[config.mk]
export PLATFORM = sky130hd
export DESIGN_NAME = div_255_arb_flat
export DESIGN_NICKNAME = d
export VERILOG_FILES = /design/src/rtl/div_255_arb_pkg.sv /design/src/rtl/div_255_arb_if.sv /design/src/rtl/div_255_tag_pipe.sv /design/src/rtl/div_255_arb.sv /design/src/flat_wrapper.sv
export SDC_FILE = /design/constraint.sdc
export NUM_CORES = 1
export LEC_CHECK = 0
export CAP_MARGIN = 20
export CORE_MARGIN = 1.5
export CORE_UTILIZATION = 44
export CTS_BUF_LIST = sky130_fd_sc_hd__clkbuf_4 sky130_fd_sc_hd__clkbuf_8 sky130_fd_sc_hd__clkbuf_16
export DETAILED_ROUTE_END_ITERATION = 12
export GPL_TIMING_DRIVEN = 0
export PLACE_DENSITY = 0.86
export SETUP_SLACK_MARGIN = 0.3
export SYNTH_ARGS = -nofsm -noshare
export SYNTH_HDL_FRONTEND = slang
export SYNTH_SLANG_ARGS = --single-unit
[constraint.sdc]
create_clock -name clk -period 4.55 [get_ports clk]
set_input_delay 0.91 -clock clk [delete_from_list [all_inputs] [get_ports clk]]
set_output_delay 0.91 -clock clk [all_outputs]
set_load 0.02 [all_outputs]
[src/rtl/div_255_arb_pkg.sv]
// Shared types and helpers for the divide-by-255 arbiter.
// Holds widths, the tag bundle and the round-robin picker.
package div_255_arb_pkg;

    localparam int DIV255_DIN_W = 16;
    localparam int DIV255_Q_W   = 9;
    localparam int TAG_ID_W     = 3;
    localparam int RR_MAX       = 8;

    typedef struct packed {
        logic                vld;
        logic [TAG_ID_W-1:0] id;
    } tag_t;

    // One-hot pick of the first set req bit at or above ptr,
    // wrapping at n (n <= RR_MAX, ptr < n).
    function automatic logic [RR_MAX-1:0] rr_pick(
        input logic [RR_MAX-1:0] req,
        input logic [2:0]        ptr,
        input int unsigned       n
    );
        logic [RR_MAX-1:0] g;
        logic              found;
        int unsigned       idx;
        g     = '0;
        found = 1'b0;
        for (int unsigned i = 0; i < RR_MAX; i++) begin
            idx = 32'(ptr) + i;
            if (idx >= n) idx = idx - n;
            if (i < n && !found && req[idx[2:0]]) begin
                g[idx[2:0]] = 1'b1;
                found       = 1'b1;
            end
        end
        return g;
    endfunction

endpackage

[src/rtl/div_255_arb_if.sv]
// Requester / divider bundle for div_255_arb.
// slave: the arbiter side; master: requesters plus divider.
interface div_255_arb_if #(
    parameter int N_REQ = 4,
    parameter int DIN_W = 16,
    parameter int Q_W   = 9
);
    logic                   en;
    logic [N_REQ-1:0]       req_vld;
    logic [N_REQ*DIN_W-1:0] req_dividend;
    logic [N_REQ-1:0]       req_rdy;
    logic                   div_in_vld;
    logic [DIN_W-1:0]       div_dividend;
    logic                   div_out_vld;
    logic [Q_W-1:0]         div_quotient;
    logic [N_REQ-1:0]       rsp_vld;
    logic [Q_W-1:0]         rsp_quotient;
    logic                   err_tag;
    logic                   err_clr;

    modport slave (
        input  en, req_vld, req_dividend,
        input  div_out_vld, div_quotient, err_clr,
        output req_rdy, div_in_vld, div_dividend,
        output rsp_vld, rsp_quotient, err_tag
    );

    modport master (
        output en, req_vld, req_dividend,
        output div_out_vld, div_quotient, err_clr,
        input  req_rdy, div_in_vld, div_dividend,
        input  rsp_vld, rsp_quotient, err_tag
    );
endinterface

[src/rtl/div_255_tag_pipe.sv]
// Requester-ID shift pipe tracking work inside the divider.
// Ports: clk, rst (sync, flushes), i_tag in, o_tail out.
module div_255_tag_pipe
    import div_255_arb_pkg::*;
#(
    parameter int DIV_LAT = 3
) (
    input  logic clk,
    input  logic rst,
    input  tag_t i_tag,
    output tag_t o_tail
);
    tag_t r_pipe [DIV_LAT];

    always_ff @(posedge clk) begin
        if (rst) begin
            for (int i = 0; i < DIV_LAT; i++)
                r_pipe[i] <= '0;
        end else begin
            r_pipe[0] <= i_tag;
            for (int i = 1; i < DIV_LAT; i++)
                r_pipe[i] <= r_pipe[i-1];
        end
    end

    assign o_tail = r_pipe[DIV_LAT-1];
endmodule

[src/rtl/div_255_arb.sv]
// Round-robin sharing of one divide-by-255 pipe among N_REQ requesters.
// Ports: clk, rst (sync, active-high), bus (slave modport).
module div_255_arb
    import div_255_arb_pkg::*;
#(
    parameter int N_REQ   = 4,
    parameter int DIN_W   = DIV255_DIN_W,
    parameter int Q_W     = DIV255_Q_W,
    parameter int DIV_LAT = 3,
    parameter int ID_W    = $clog2(N_REQ)
) (
    input logic          clk,
    input logic          rst,
    div_255_arb_if.slave bus
);
    logic [ID_W-1:0]   r_ptr;
    logic [ID_W-1:0]   r_issue_id;
    logic              r_div_in_vld;
    logic [DIN_W-1:0]  r_div_dividend;
    logic [N_REQ-1:0]  r_rsp_vld;
    logic [Q_W-1:0]    r_rsp_q;
    logic              r_err;

    logic [RR_MAX-1:0] w_req8;
    logic [RR_MAX-1:0] w_pick;
    logic [2:0]        w_ptr3;
    logic [N_REQ-1:0]  w_gnt;
    logic [ID_W-1:0]   w_gid;
    logic [ID_W-1:0]   w_ptr_nxt;
    logic              w_any;
    tag_t              w_tag_in;
    tag_t              w_tail;
    logic [ID_W-1:0]   w_tail_id;
    logic              w_hit;
    logic              w_mis;

    always_comb begin
        w_req8 = '0;
        w_req8[N_REQ-1:0] = bus.req_vld & {N_REQ{bus.en}};
        w_ptr3 = '0;
        w_ptr3[ID_W-1:0] = r_ptr;
        w_pick = rr_pick(w_req8, w_ptr3, N_REQ);
        w_gnt  = w_pick[N_REQ-1:0];
        w_gid  = '0;
        for (int i = 0; i < N_REQ; i++)
            if (w_gnt[i]) w_gid = ID_W'(i);
    end

    assign w_any = |w_gnt;
    // Explicit wrap keeps the pointer below N_REQ for non-power-of-two counts.
    assign w_ptr_nxt = (w_gid == ID_W'(N_REQ - 1)) ? '0 : w_gid + ID_W'(1);

    // Tag enters alongside the dividend the divider actually samples,
    // so the tail lines up with div_out_vld.
    always_comb begin
        w_tag_in = '0;
        w_tag_in.vld = r_div_in_vld;
        w_tag_in.id[ID_W-1:0] = r_issue_id;
    end

    div_255_tag_pipe #(
        .DIV_LAT (DIV_LAT)
    ) u_tag_pipe (
        .clk    (clk),
        .rst    (rst),
        .i_tag  (w_tag_in),
        .o_tail (w_tail)
    );

    assign w_tail_id = w_tail.id[ID_W-1:0];
    assign w_hit     = w_tail.vld & bus.div_out_vld;
    assign w_mis     = w_tail.vld ^ bus.div_out_vld;

    always_ff @(posedge clk) begin
        if (rst) begin
            r_ptr          <= '0;
            r_issue_id     <= '0;
            r_div_in_vld   <= 1'b0;
            r_div_dividend <= '0;
            r_rsp_vld      <= '0;
            r_rsp_q        <= '0;
            r_err          <= 1'b0;
        end else begin
            r_div_in_vld <= w_any;
            if (w_any) begin
                r_ptr          <= w_ptr_nxt;
                r_issue_id     <= w_gid;
                r_div_dividend <= bus.req_dividend[w_gid*DIN_W +: DIN_W];
            end
            r_rsp_vld <= '0;
            if (w_hit) begin
                r_rsp_vld[w_tail_id] <= 1'b1;
                r_rsp_q              <= bus.div_quotient;
            end
            // A new misalignment beats a simultaneous clear.
            if (w_mis)
                r_err <= 1'b1;
            else if (bus.err_clr)
                r_err <= 1'b0;
        end
    end

    assign bus.req_rdy      = w_gnt;
    assign bus.div_in_vld   = r_div_in_vld;
    assign bus.div_dividend = r_div_dividend;
    assign bus.rsp_vld      = r_rsp_vld;
    assign bus.rsp_quotient = r_rsp_q;
    assign bus.err_tag      = r_err;
endmodule

[src/flat_wrapper.sv]
// flat-port wrapper written by rule: the top's interface ports become plain ports
module div_255_arb_flat import div_255_arb_pkg::*;
#(
    parameter int N_REQ   = 4,
    parameter int DIN_W   = DIV255_DIN_W,
    parameter int Q_W     = DIV255_Q_W,
    parameter int DIV_LAT = 3,
    parameter int ID_W    = $clog2(N_REQ)
)
  (clk, rst, bus_en, bus_req_vld, bus_req_dividend, bus_div_out_vld, bus_div_quotient, bus_err_clr, bus_req_rdy, bus_div_in_vld, bus_div_dividend, bus_rsp_vld, bus_rsp_quotient, bus_err_tag);
  div_255_arb_if #(.N_REQ(N_REQ), .DIN_W(DIN_W), .Q_W(Q_W)) bus_i ();
  input logic clk;
  input logic rst;
  input wire logic [$bits(bus_i.en)-1:0] bus_en;
  input wire logic [$bits(bus_i.req_vld)-1:0] bus_req_vld;
  input wire logic [$bits(bus_i.req_dividend)-1:0] bus_req_dividend;
  input wire logic [$bits(bus_i.div_out_vld)-1:0] bus_div_out_vld;
  input wire logic [$bits(bus_i.div_quotient)-1:0] bus_div_quotient;
  input wire logic [$bits(bus_i.err_clr)-1:0] bus_err_clr;
  output wire logic [$bits(bus_i.req_rdy)-1:0] bus_req_rdy;
  output wire logic [$bits(bus_i.div_in_vld)-1:0] bus_div_in_vld;
  output wire logic [$bits(bus_i.div_dividend)-1:0] bus_div_dividend;
  output wire logic [$bits(bus_i.rsp_vld)-1:0] bus_rsp_vld;
  output wire logic [$bits(bus_i.rsp_quotient)-1:0] bus_rsp_quotient;
  output wire logic [$bits(bus_i.err_tag)-1:0] bus_err_tag;
  assign bus_i.en = bus_en;
  assign bus_i.req_vld = bus_req_vld;
  assign bus_i.req_dividend = bus_req_dividend;
  assign bus_i.div_out_vld = bus_div_out_vld;
  assign bus_i.div_quotient = bus_div_quotient;
  assign bus_i.err_clr = bus_err_clr;
  assign bus_req_rdy = bus_i.req_rdy;
  assign bus_div_in_vld = bus_i.div_in_vld;
  assign bus_div_dividend = bus_i.div_dividend;
  assign bus_rsp_vld = bus_i.rsp_vld;
  assign bus_rsp_quotient = bus_i.rsp_quotient;
  assign bus_err_tag = bus_i.err_tag;
  div_255_arb #(.N_REQ(N_REQ), .DIN_W(DIN_W), .Q_W(Q_W), .DIV_LAT(DIV_LAT), .ID_W(ID_W)) u_core (.clk(clk), .rst(rst), .bus(bus_i));
endmodule
== Word-level counts from Yosys, hierarchy flattened ==
Memory sizes are Yosys's and may differ from the RTL's.
Index checks and enable logic that the tools add are counted.
Widths: inputs -> output; s select.

* Flip-flop bits (word level): 35
* RAM bits: 12
* Memories: 1

* Magnitude comparators: 14
* Reduce and logical (&&, ||, !) cells: 14
* Eq/ne operators: 1
* Shifts and indexed selects: 1
* Mux-type cells: 41
* Add/subtract/negate cells: 8
* Bitwise operators: 10

{| class="wikitable"
|+ Memory list
! memory !! depth !! bits a word !! read ports !! clocked after memory_dff !! write ports !! RTL line !! source
|-
| u_core.u_tag_pipe.r_pipe || 3 || 4 || 3 || 0 || 3 || div_255_tag_pipe.sv:13 || <nowiki>tag_t r_pipe [DIV_LAT];</nowiki>
|}

{| class="wikitable"
|+ Operators by type and width
! kind !! number
|-
| $ge 32x3->1 const B || 3
|-
| $shiftx 64x7->16 || 1
|-
| $mux 4 || 7
|-
| $mux 1 || 18
|-
| $lt 3x4->1 const B || 4
|-
| $bmux 1 s3 || 4
|-
| $demux 1 s3 || 4
|-
| $ge 3x1->1 const B || 4
|-
| $mux 3 || 4
|-
| $or 4x4->4 || 3
|-
| $sub 3x3->3 const B || 3
|-
| $logic_and 1x1->1 || 8
|-
| $add 2x2->3 const B || 2
|-
| $mux 2 || 3
|-
| $and 4x4->4 || 1
|-
| $reduce_or 4->1 || 1
|-
| $add 2x1->3 const B || 1
|-
| $ge 2x3->1 const B || 1
|-
| $logic_not 1->1 || 3
|-
| $lt 2x3->1 const B || 1
|-
| $or 1x1->1 || 3
|-
| $sub 2x3->3 const B || 1
|-
| $add 2x1->2 const B || 1
|-
| $demux 1 s2 || 1
|-
| 7 further kinds || 7
|}

== Logic depth before layout (Yosys ltp) ==
* Depth in word-level cells: 19
* Gate-level depth with buffers: 12
* Mapped depth without buffers: 10

== Modules after synthesis ==
A second synthesis with hierarchy kept.

* Cells, all modules: 294
* Area total of the unflattened synthesis: 2623.8 µm²

{| class="wikitable"
|+ Modules (own cells, without submodules)
! module !! instances !! area each (µm²) !! cells an instance !! seq. area each (µm²)
|-
| div_255_arb || 1 || 2227.1 || 265 || 700.7
|-
| div_255_tag_pipe || 1 || 396.6 || 29 || 240.2
|}

== Worst setup path before layout ==
OpenSTA, ideal clock, no wires.

* Path type: reg-to-output
* Start: register u_core.r_ptr[0]
* End: output bus_req_rdy[2]
* Stages on the path, launching flop included: 10
* Slack: 1159 ps
* Arrival time: 2481 ps
* Cell sequence: dfxtp_1 > buf_4 > inv_1 > ha_1 > or3b_2 > o211ai_1 > and4_1 > a2111oi_4 > inv_2 > buf_1

* Word-level cells in the longest chain between the ends: 14
* Elaborated cells on any way between the ends: 59

{| class="wikitable"
|+ Ends and longest elaborated chain
! element !! RTL line !! source
|-
| from (decl) || div_255_arb.sv:16 || <nowiki>logic [ID_W-1:0] r_ptr;</nowiki>
|-
| from (signal assigned) || div_255_arb.sv:86 || <nowiki>r_ptr <= w_ptr_nxt;</nowiki>
|-
| parallel branches: the longest is 13 deep, another holds $ge 32x3->1 || - ||
|-
| $mux 4 * || div_255_arb_pkg.sv:30 || <nowiki>if (i < n && !found && req[idx[2:0]]) begin</nowiki>
|-
| to (decl) || flat_wrapper.sv:20 || <nowiki>output wire logic [$bits(bus_i.req_rdy)-1:0] bus_req_rdy;</nowiki>
|}

Every way passes the cells marked *. The select of a mux whose other input is x is not followed.

== Worst setup path in the final report ==
* Start: input bus_req_vld[3]
* End: output bus_req_rdy[2]

* Word-level cells in the longest chain between the ends: 13
* Elaborated cells on any way between the ends: 25

{| class="wikitable"
|+ Ends and longest elaborated chain
! element !! RTL line !! source
|-
| from (decl) || flat_wrapper.sv:15 || <nowiki>input wire logic [$bits(bus_i.req_vld)-1:0] bus_req_vld;</nowiki>
|-
| $and 4x4->4 * || div_255_arb.sv:39 || <nowiki>w_req8[N_REQ-1:0] = bus.req_vld & {N_REQ{bus.en}};</nowiki>
|-
| $bmux 1 s3 || div_255_arb_pkg.sv:30 ||
|-
| $mux 1 (implied by the code) || div_255_arb_pkg.sv:30 ||
|-
| $mux 1 || div_255_arb_pkg.sv:30 ||
|-
| $logic_not 1->1 || div_255_arb_pkg.sv:30 ||
|-
| $logic_and 1x1->1 || div_255_arb_pkg.sv:30 ||
|-
| $mux 1 || div_255_arb_pkg.sv:30 ||
|-
| $logic_not 1->1 || div_255_arb_pkg.sv:30 ||
|-
| $logic_and 1x1->1 || div_255_arb_pkg.sv:30 ||
|-
| $mux 1 || div_255_arb_pkg.sv:30 ||
|-
| $logic_not 1->1 || div_255_arb_pkg.sv:30 ||
|-
| $logic_and 1x1->1 || div_255_arb_pkg.sv:30 ||
|-
| $mux 4 * || div_255_arb_pkg.sv:30 ||
|}

Every way passes the cells marked *; elsewhere a longest branch is shown, timed or not. The select of a mux whose other input is x is not followed.

==> impl_metrics.yaml <==
power:
  combPwrFrac_pct: 57.8
  p_leak_nw: 1.46
  power_density_mw_per_mm2: 527
  power_frac_clock_pct: 16.4
  ir_drop_v: 0.000375
  seqPwrFrac_pct: 25.9
  switching_share_pct: 41.8
  power.internal_mw: 1.17
  p_switching_mw: 0.842
clock_network:
  clkTransAtPathRegs_ps: 80
  clock-sinks: 44
  cts_tree: "built"
  cts-root-buf: "clkbuf_8"
  clockBufferDepth: 2
  cts.htree.levels: 2
  clock_latency_ps: 300
  holdBufCountCts: 0
  numCtsBuffers: 5
setup_path:
  worstPathArrival_ps: 3270
  critical_path.startpoint_type: "input port"
  required_ps: 3640
  worstSetupPathType: "in -> out"
  cp_slowest_cell: "clkdlybuf4s50_1"
  critical-path-top-delay-family: "buffers and inverters"
  crit_buf_inv: 4
  max_stage_delay_ps: 540
  endpoint_kind: "output port"
  cp_max_fo: 10
  crit_chain: "clkdlybuf4s50_1 -> mux2i_1 -> o2111a_1 -> and4_1 -> a2111oi_4 -> inv_2 -> buf_2 -> dlymetal6s2s_1"
timing:
  setup_violations: 0
  hold_viol: 0
  maxSlewHeadroom_pct: 53.4
  whs_ps: 449
  setup_ws_ps: 369
  fin_setup_tns_ps: 0
  maxSlewViolCount: 0
  skew_ps: 8.31
  period_needed_ps: 4180
  fmax_ghz: 0.239
  rsz0062_at_grt: "yes"
  worstMarginPinSlew_ps: 699
  fin_crit_sh_pct: 91.9
grt:
  grtUsageMet2_pct: 45.7
  grt_max_degree: 14
  grt_first_pass_wirelength_mm: 11.9
  grt.overflow.total: 0
  busiest_layer: "met2"
  use_met3_pct: 8.33
  gr-usage-met1_pct: 26.4
  grt_usage_pct: 25.3
  antenna_found_initial: 0
  grt_pass1_vias: 2588
floorplan:
  die_w_um: 77.0
  dieArea_mm2: 0.00593
  dieHeight_um: 77.0
  start_util_pct: 46.3
  rows: 26
  core_mm2: 0.00520
  ios: 117
placement:
  numPortBuffers: 116
  placed_cells: 447
  gp_congestion: 0.850
  dp_slack_ps: -325
  post-dp-hpwl_mm: 5.70
  dpl-instance-area_mm2: 0.00366
logic_synthesis:
  synth_top_area_share_pct: 36.6
  syn_area_mm2: 0.00241
  synth_ff_type: "dfxtp_1"
  synth-edff-count: 0
  avgSynthCellArea_um2: 9.23
  yosysTopAreaCell: "dfxtp_1"
  syn_nets: 352
  ys_async_sr_fraction_pct: 0
  ys_seq_elements: 44
  syn_inst: 261
  synthTopCellsByArea: "dfxtp_1 37%, mux2i_1 5.4%, ha_1 4.7%"
  synth_cell_types: 42
  ys_warn_count: 0
  ys_seq_area_share_pct: 36.6
final_layout:
  syn2layout_area_growth_pct: 58.6
  num_antenna_cells: 0
  fin_nets: 477
  finalNonFillerCells: 457
  drive_above_1_share_pct: 10.3
  design_area_mm2: 0.00382
worst_hold_path:
  hp-class: "reg -> reg"
drt:
  vias_per_cell: 5.62
  drtIter0Drc: 90
  drtPass1Iterations: 5
  drt-wirelength-per-cell_um: 16.4
  drtAntennaViolNets: 0
  wirelength_mm: 7.49
  num_vias: 2568
  drc: 0
outcome:
  status: "complete, no violations"
run:
  drv_cap: 0
==> stage by stage <==
stage | util, % | total power, mW
floorplan | - | 1.26
global placement | 70.3 | 1.63
detailed placement | 70.3 | 1.66
CTS | 73.3 | 2.02
global route | 73.4 | 2.14
finish | 73.4 | 2.02
==> power groups by stage <==
stage	logic [mW]	clock network (mW)	registers, mW
3_3_place_gp	1.11	0	0.525
3_5_place_dp	1.13	0	0.528
2_1_floorplan	0.668	0	0.590
5_1_grt	1.26	0.351	0.530
4_1_cts	1.16	0.334	0.521
6_report	1.16	0.330	0.521
==> metal layers <==
metal	share of wire, %	wire length (um)	vias to the layer above
met3	8.6	644	22
met1	38	2880	1201
met2	50	3740	137
met4	2.9	216	0
met5	0	0	-
li1	-	-	1208
==> timing repair <==
action	CTS	global route
gates resized for setup	5	3
hold endpoints to repair	0	0
gates cloned	0	0
setup endpoints to repair	3	3
pin swaps	2	0
buffers inserted	2	0
==> final timing paths <==
kind	start	depth (start not counted)	slack [ps]	to
max reg2reg	u_core.r_ptr[0]	12	830	u_core.bus.div_dividend[3]
max	bus_req_vld[3]	8	370	bus_req_rdy[2]
min reg2reg	u_core.u_tag_pipe.r_pipe[0][0]	1	450	u_core.u_tag_pipe.r_pipe[0][4]
min	u_core.u_tag_pipe.r_pipe[0][0]	1	450	u_core.u_tag_pipe.r_pipe[0][4]
==> cells in the mapped netlist (2+ instances only) <==
library cell and n:
o211ai_1 3, clkbuf_1 11, and4_1 5, mux2_1 6
a2111oi_4 2, mux2_2 9, nor3_1 2, nand2b_1 2
dfxtp_1 44, nand4_1 4, buf_4 2, or3_1 16
a21oi_1 18, nand2_1 12, a2111oi_2 5, nor2b_1 11
o21ai_0 15, or3b_2 2, nand3_1 4, inv_1 5
ha_1 9, mux2i_1 13, nor2_1 29, o22ai_1 2
a2111oi_1 10, o22a_1 2, and3_1 3
==> cell families after synthesis <==
family	Yosys count	share of synthesized area (%)
multiplexers	28	12.4
flip-flops	44	36.6
buffers and inverters	22	4.16
AO/OA/AOI/OAI	62	20.4
AND/OR/NAND/NOR	96	21.8
adder cells (fa/ha/maj)	9	4.68
==> state kept, by name, summed over array words and instances, names as in the netlist <==
name                      flops
u_core.bus.rsp_vld            4
u_core.bus.rsp_quotient       9
u_core.bus.err_tag            1
u_core.bus.div_in_vld         1
u_core.r_ptr                  2
u_core.r_issue_id             2
u_core.u_tag_pipe.r_pipe      9
u_core.bus.div_dividend      16
==> layout by cell type, fill, tap and decap left out, drive strengths merged, types with 3 or more instances in the layout <==
| cell type | n |
|---|---|
| and3 | 3 |
| clkdlybuf4s50 | 112 |
| nor2 | 31 |
| clkbuf | 18 |
| mux2 | 15 |
| and4 | 6 |
| dlymetal6s2s | 3 |
| a2111oi | 17 |
| nand3 | 4 |
| a21oi | 18 |
| nor2b | 11 |
| ha | 9 |
| nand4 | 4 |
| mux2i | 13 |
| dfxtp | 44 |
| o21ai | 15 |
| or3 | 16 |
| buf | 6 |
| inv | 7 |
| o211ai | 3 |
| nand2 | 12 |
==> final cells by class <==
cell class,instances,area (um^2)
well taps,70,87.6
repair buffers,118,1180
flip-flops and latches,44,881
plain buffers,15,73.8
inverters,7,28.8
multi-input cells,195,1440
clock buffers,7,96.3
fillers,393,1380
clock inverters,1,30.0
Note: power is estimated with default switching activity, not from simulation.
==> edit 1, RTL diff (same flow settings) <==
`DIV_LAT` is set to 3 in 3 places; all go to 6.
--- a/src/rtl/div_255_tag_pipe.sv
+++ b/src/rtl/div_255_tag_pipe.sv
@@ -3,7 +3,7 @@
 module div_255_tag_pipe
     import div_255_arb_pkg::*;
 #(
-    parameter int DIV_LAT = 3
+    parameter int DIV_LAT = 6
 ) (
     input  logic clk,
     input  logic rst,
--- a/src/rtl/div_255_arb.sv
+++ b/src/rtl/div_255_arb.sv
@@ -6,7 +6,7 @@
     parameter int N_REQ   = 4,
     parameter int DIN_W   = DIV255_DIN_W,
     parameter int Q_W     = DIV255_Q_W,
-    parameter int DIV_LAT = 3,
+    parameter int DIV_LAT = 6,
     parameter int ID_W    = $clog2(N_REQ)
 ) (
     input logic          clk,
--- a/src/flat_wrapper.sv
+++ b/src/flat_wrapper.sv
@@ -4,7 +4,7 @@
     parameter int N_REQ   = 4,
     parameter int DIN_W   = DIV255_DIN_W,
     parameter int Q_W     = DIV255_Q_W,
-    parameter int DIV_LAT = 3,
+    parameter int DIV_LAT = 6,
     parameter int ID_W    = $clog2(N_REQ)
 )
   (clk, rst, bus_en, bus_req_vld, bus_req_dividend, bus_div_out_vld, bus_div_quotient, bus_err_clr, bus_req_rdy, bus_div_in_vld, bus_div_dividend, bus_rsp_vld, bus_rsp_quotient, bus_err_tag);
Check against the original RTL: not equivalent (Yosys sat finds a counterexample within 10 cycles, from zero or initial values and one cycle with rst high).
==> edit 1 against the unedited design <==
  * Critical endpoint unchanged
  * Routed wire length shrank 2.6%
  * Sequential cell count grew 9
  * Die area grew 16%
  * Critical path type unchanged
  * Synthesized area grew 17%
  * Cell area grew 11%
  * Total power grew 3.4%
  * Worst setup slack gained 2.4 ps
==> edit 1: results (changes against the unedited design) <==
[global_route]
grt_first_pass_wirelength_microns=12100  ; +2.4%
grt_use_met2_pct=38.4  ; -7.3 points

[finish]
largest_reg_flops=18  ; +2
layout.non_clock_inverters=37  ; +30
n_multi_input_combinational_cell=203  ; +4.1%
num-nonclk-buffers=138  ; +3.8%
clock_buffer_count=5  ; -2

[timing]
timing.max_slew.rel_slack_pct=56.9  ; +3.5 points
setup_clock_skew_after_layout_ps=6.59  ; -1.71 ps
timing.final.crit_share_pct=91.8  ; about the same

[floorplan]
core.rowCount=28  ; +7.7%

[synth]
synth_compound_gate_area_share_pct=19.2  ; -1.1 points
synthAdderAreaFrac_pct=4.01  ; -0.67 points
synthTopCellsByArea=sky130_fd_sc_hd__dfxtp_1 38%, sky130_fd_sc_hd__mux2_2 8.0%, sky130_fd_sc_hd__o211a_1 5.7%
ys_ff_latch=53  ; +20%
yosysSeqAreaShare_pct=37.7  ; +1.2 points
syn-instance-count=312  ; +20%

[pwr]
leakagePower_nw=1.81  ; +23%

[setup_path]
reg2reg_slack_ps=1090  ; +260 ps

[route]
m1WireLength_microns=2940  ; +1.9%
met3RoutedLength_microns=587  ; -8.9%
detail_route.first_pass.iterations=4  ; -1

[place]
routabilityCongestion=0.824  ; -3.2%
placed_area_sq_mm=0.00407  ; +11%
dp_hpwl_microns=5660  ; -0.64%
detailedPlace.worstSlack_ps=-508  ; -183 ps

[run_status]
run_status=finished clean

==> edit 1: worst min-delay path by stage <==
| stage | from | to | slack (ps) | depth (start not counted) |
|---|---|---|---|---|
| after global routing | u_core.u_tag_pipe.r_pipe[2][0] | u_core.u_tag_pipe.r_pipe[3][0] | 460 | 1 |
| after floorplan | u_core.u_tag_pipe.r_pipe[0][0] | u_core.u_tag_pipe.r_pipe[1][0] | 410 | 1 |
| after global placement | u_core.u_tag_pipe.r_pipe[0][1] | u_core.u_tag_pipe.r_pipe[1][1] | 420 | 1 |
| final | u_core.u_tag_pipe.r_pipe[4][3] | u_core.u_tag_pipe.r_pipe[5][3] | 440 | 1 |
| after detailed placement | u_core.u_tag_pipe.r_pipe[4][3] | u_core.u_tag_pipe.r_pipe[5][3] | 420 | 1 |
| after CTS | u_core.u_tag_pipe.r_pipe[4][3] | u_core.u_tag_pipe.r_pipe[5][3] | 440 | 1 |
==> edit 2, RTL diff (same settings) <==
Without the edit above. Reset style: asynchronous (`rst`), changed in 2 clocked blocks.
--- a/src/rtl/div_255_tag_pipe.sv
+++ b/src/rtl/div_255_tag_pipe.sv
@@ -12,7 +12,7 @@
 );
     tag_t r_pipe [DIV_LAT];
 
-    always_ff @(posedge clk) begin
+    always_ff @(posedge clk or posedge rst) begin
         if (rst) begin
             for (int i = 0; i < DIV_LAT; i++)
                 r_pipe[i] <= '0;
--- a/src/rtl/div_255_arb.sv
+++ b/src/rtl/div_255_arb.sv
@@ -71,7 +71,7 @@
     assign w_hit     = w_tail.vld & bus.div_out_vld;
     assign w_mis     = w_tail.vld ^ bus.div_out_vld;
 
-    always_ff @(posedge clk) begin
+    always_ff @(posedge clk or posedge rst) begin
         if (rst) begin
             r_ptr          <= '0;
             r_issue_id     <= '0;
Behaviour: differs if rst is asserted again (counterexample within 4 cycles, from zero or initial values and one cycle with rst high); with rst held inactive, the same outputs for 10 cycles.
==> edit 2 against the unedited design <==
  * Fmax rose by 2.0%
  * Worst setup slack improved by 83 ps
  * Sequential cell count did not move
  * Synthesized area rose by 13%
  * Largest cell class unchanged
  * Cell area rose by 10%
  * Non-clock buffer count rose by 8
  * Total power rose by 50%
  * Critical path depth rose by 2
  * Combinational power rose by 72%
  * Routed wire length rose by 10%
==> edit 2: results (changes against the unedited design) <==
[setup_path]
worstReg2RegStart=u_core.r_ptr[1]
start_kind=flop
crit-reg2reg-capture=u_core.bus.div_dividend[0]
worst-endpoint-arrival_ps=3190  ; -80 ps

[synth]
post_synth.cell_area_avg_sq_um=10.7  ; +16%
multiplexer_area_fraction_after_synthesis_pct=6.89  ; -5.5 points
post_synth_most_frequent_cells=44 x sky130_fd_sc_hd__dfrtp_1, 25 x sky130_fd_sc_hd__inv_1, 16 x sky130_fd_sc_hd__nor2_1
postSynthNetCount=345  ; -2.0%
post_synth_num_cell_types=51  ; +21%
synthTopCellsByArea=sky130_fd_sc_hd__dfrtp_1 40%, sky130_fd_sc_hd__a221oi_2 5.0%, sky130_fd_sc_hd__mux2_2 5.0%
synth-main-ff-cell=sky130_fd_sc_hd__dfrtp_1
synthesis.area_sq_mm=0.00272  ; +13%
yosysSeqAreaShare_pct=40.4  ; +3.9 points
synth_compound_gate_area_share_pct=23.8  ; +3.4 points
asyncSetResetFlopFracSynth_pct=100  ; +100 points

[place]
routabilityCongestion=0.830  ; -2.4%
dp_cells=444  ; -0.67%
detailedPlace.worstSlack_ps=-311  ; +14.5 ps
dp_hpwl_microns=5900  ; +3.6%
portBuffers=115  ; -0.86%

[hold_path]
min_to=u_core.u_tag_pipe.r_pipe[7]
min-delay-start=u_core.u_tag_pipe.r_pipe[11]
min_path_cells=0  ; -1

[finish]
multiInputGateArea_sq_mm=0.00147  ; +1.9%
sh_seq_area_pct=26.2  ; +3.1 points
clock_area_share_pct=2.74  ; -0.57 points
final_nets=475  ; -0.42%
proportion_of_layout_cells_with_a_drive_suffix_above_1_pct=17.4  ; +7.1 points
num-fill-cells=445  ; +13%
share_of_final_layout_cell_area_taken_by_non_clock_buffers_pct=31.5  ; -1.4 points
clock_buffer_count=5  ; -2

[global_route]
met3_usage_pct=6.11  ; -2.2 points
grt_use_met2_pct=40.1  ; -5.6 points
grt_use_met1_pct=32.4  ; +6.0 points
vias_in_the_first_global_route=2513  ; -2.9%

[timing]
worst_max_slew_pin_slew_ps=912  ; +213 ps
setup_clock_skew_after_layout_ps=8.11  ; -0.195 ps
worst_hold_slack_ps=353  ; -95.4 ps

[route]
via_per_inst=5.72  ; +1.8%
detail_route.first_pass.iterations=4  ; -1
drtIter0Drc=125  ; +39%
met3RoutedLength_microns=811  ; +26%
wl_microns=8250  ; +10%
m1WireLength_microns=3490  ; +21%

[pwr]
leakagePower_nw=1.82  ; +25%
worst_ir_drop_vdd_v=0.000420  ; +12%

[run_status]
run_status=finished clean

edit 2: worst max-delay path: stages, from the launching register on:
cell                            delay [ps]
sky130_fd_sc_hd__dfrtp_1               430
sky130_fd_sc_hd__buf_2                 230
sky130_fd_sc_hd__inv_1                 130
sky130_fd_sc_hd__ha_4                  360
sky130_fd_sc_hd__mux2i_4               300
sky130_fd_sc_hd__o22ai_1               140
sky130_fd_sc_hd__and3_1                230
sky130_fd_sc_hd__a2111oi_4             370
sky130_fd_sc_hd__inv_2                 140
sky130_fd_sc_hd__clkbuf_4              210
sky130_fd_sc_hd__dlygate4sd2_1         330
edit 2: repair_timing:
action	in CTS	in global routing
setup buffers	5	3
gates resized for setup	19	8
pin swaps	7	2
setup endpoints to repair	4	3
edit 2: power breakdown:
group          switching, mW  internal [mW]
clock network          0.149          0.166
logic                   1.04          0.966
registers              0.105          0.596
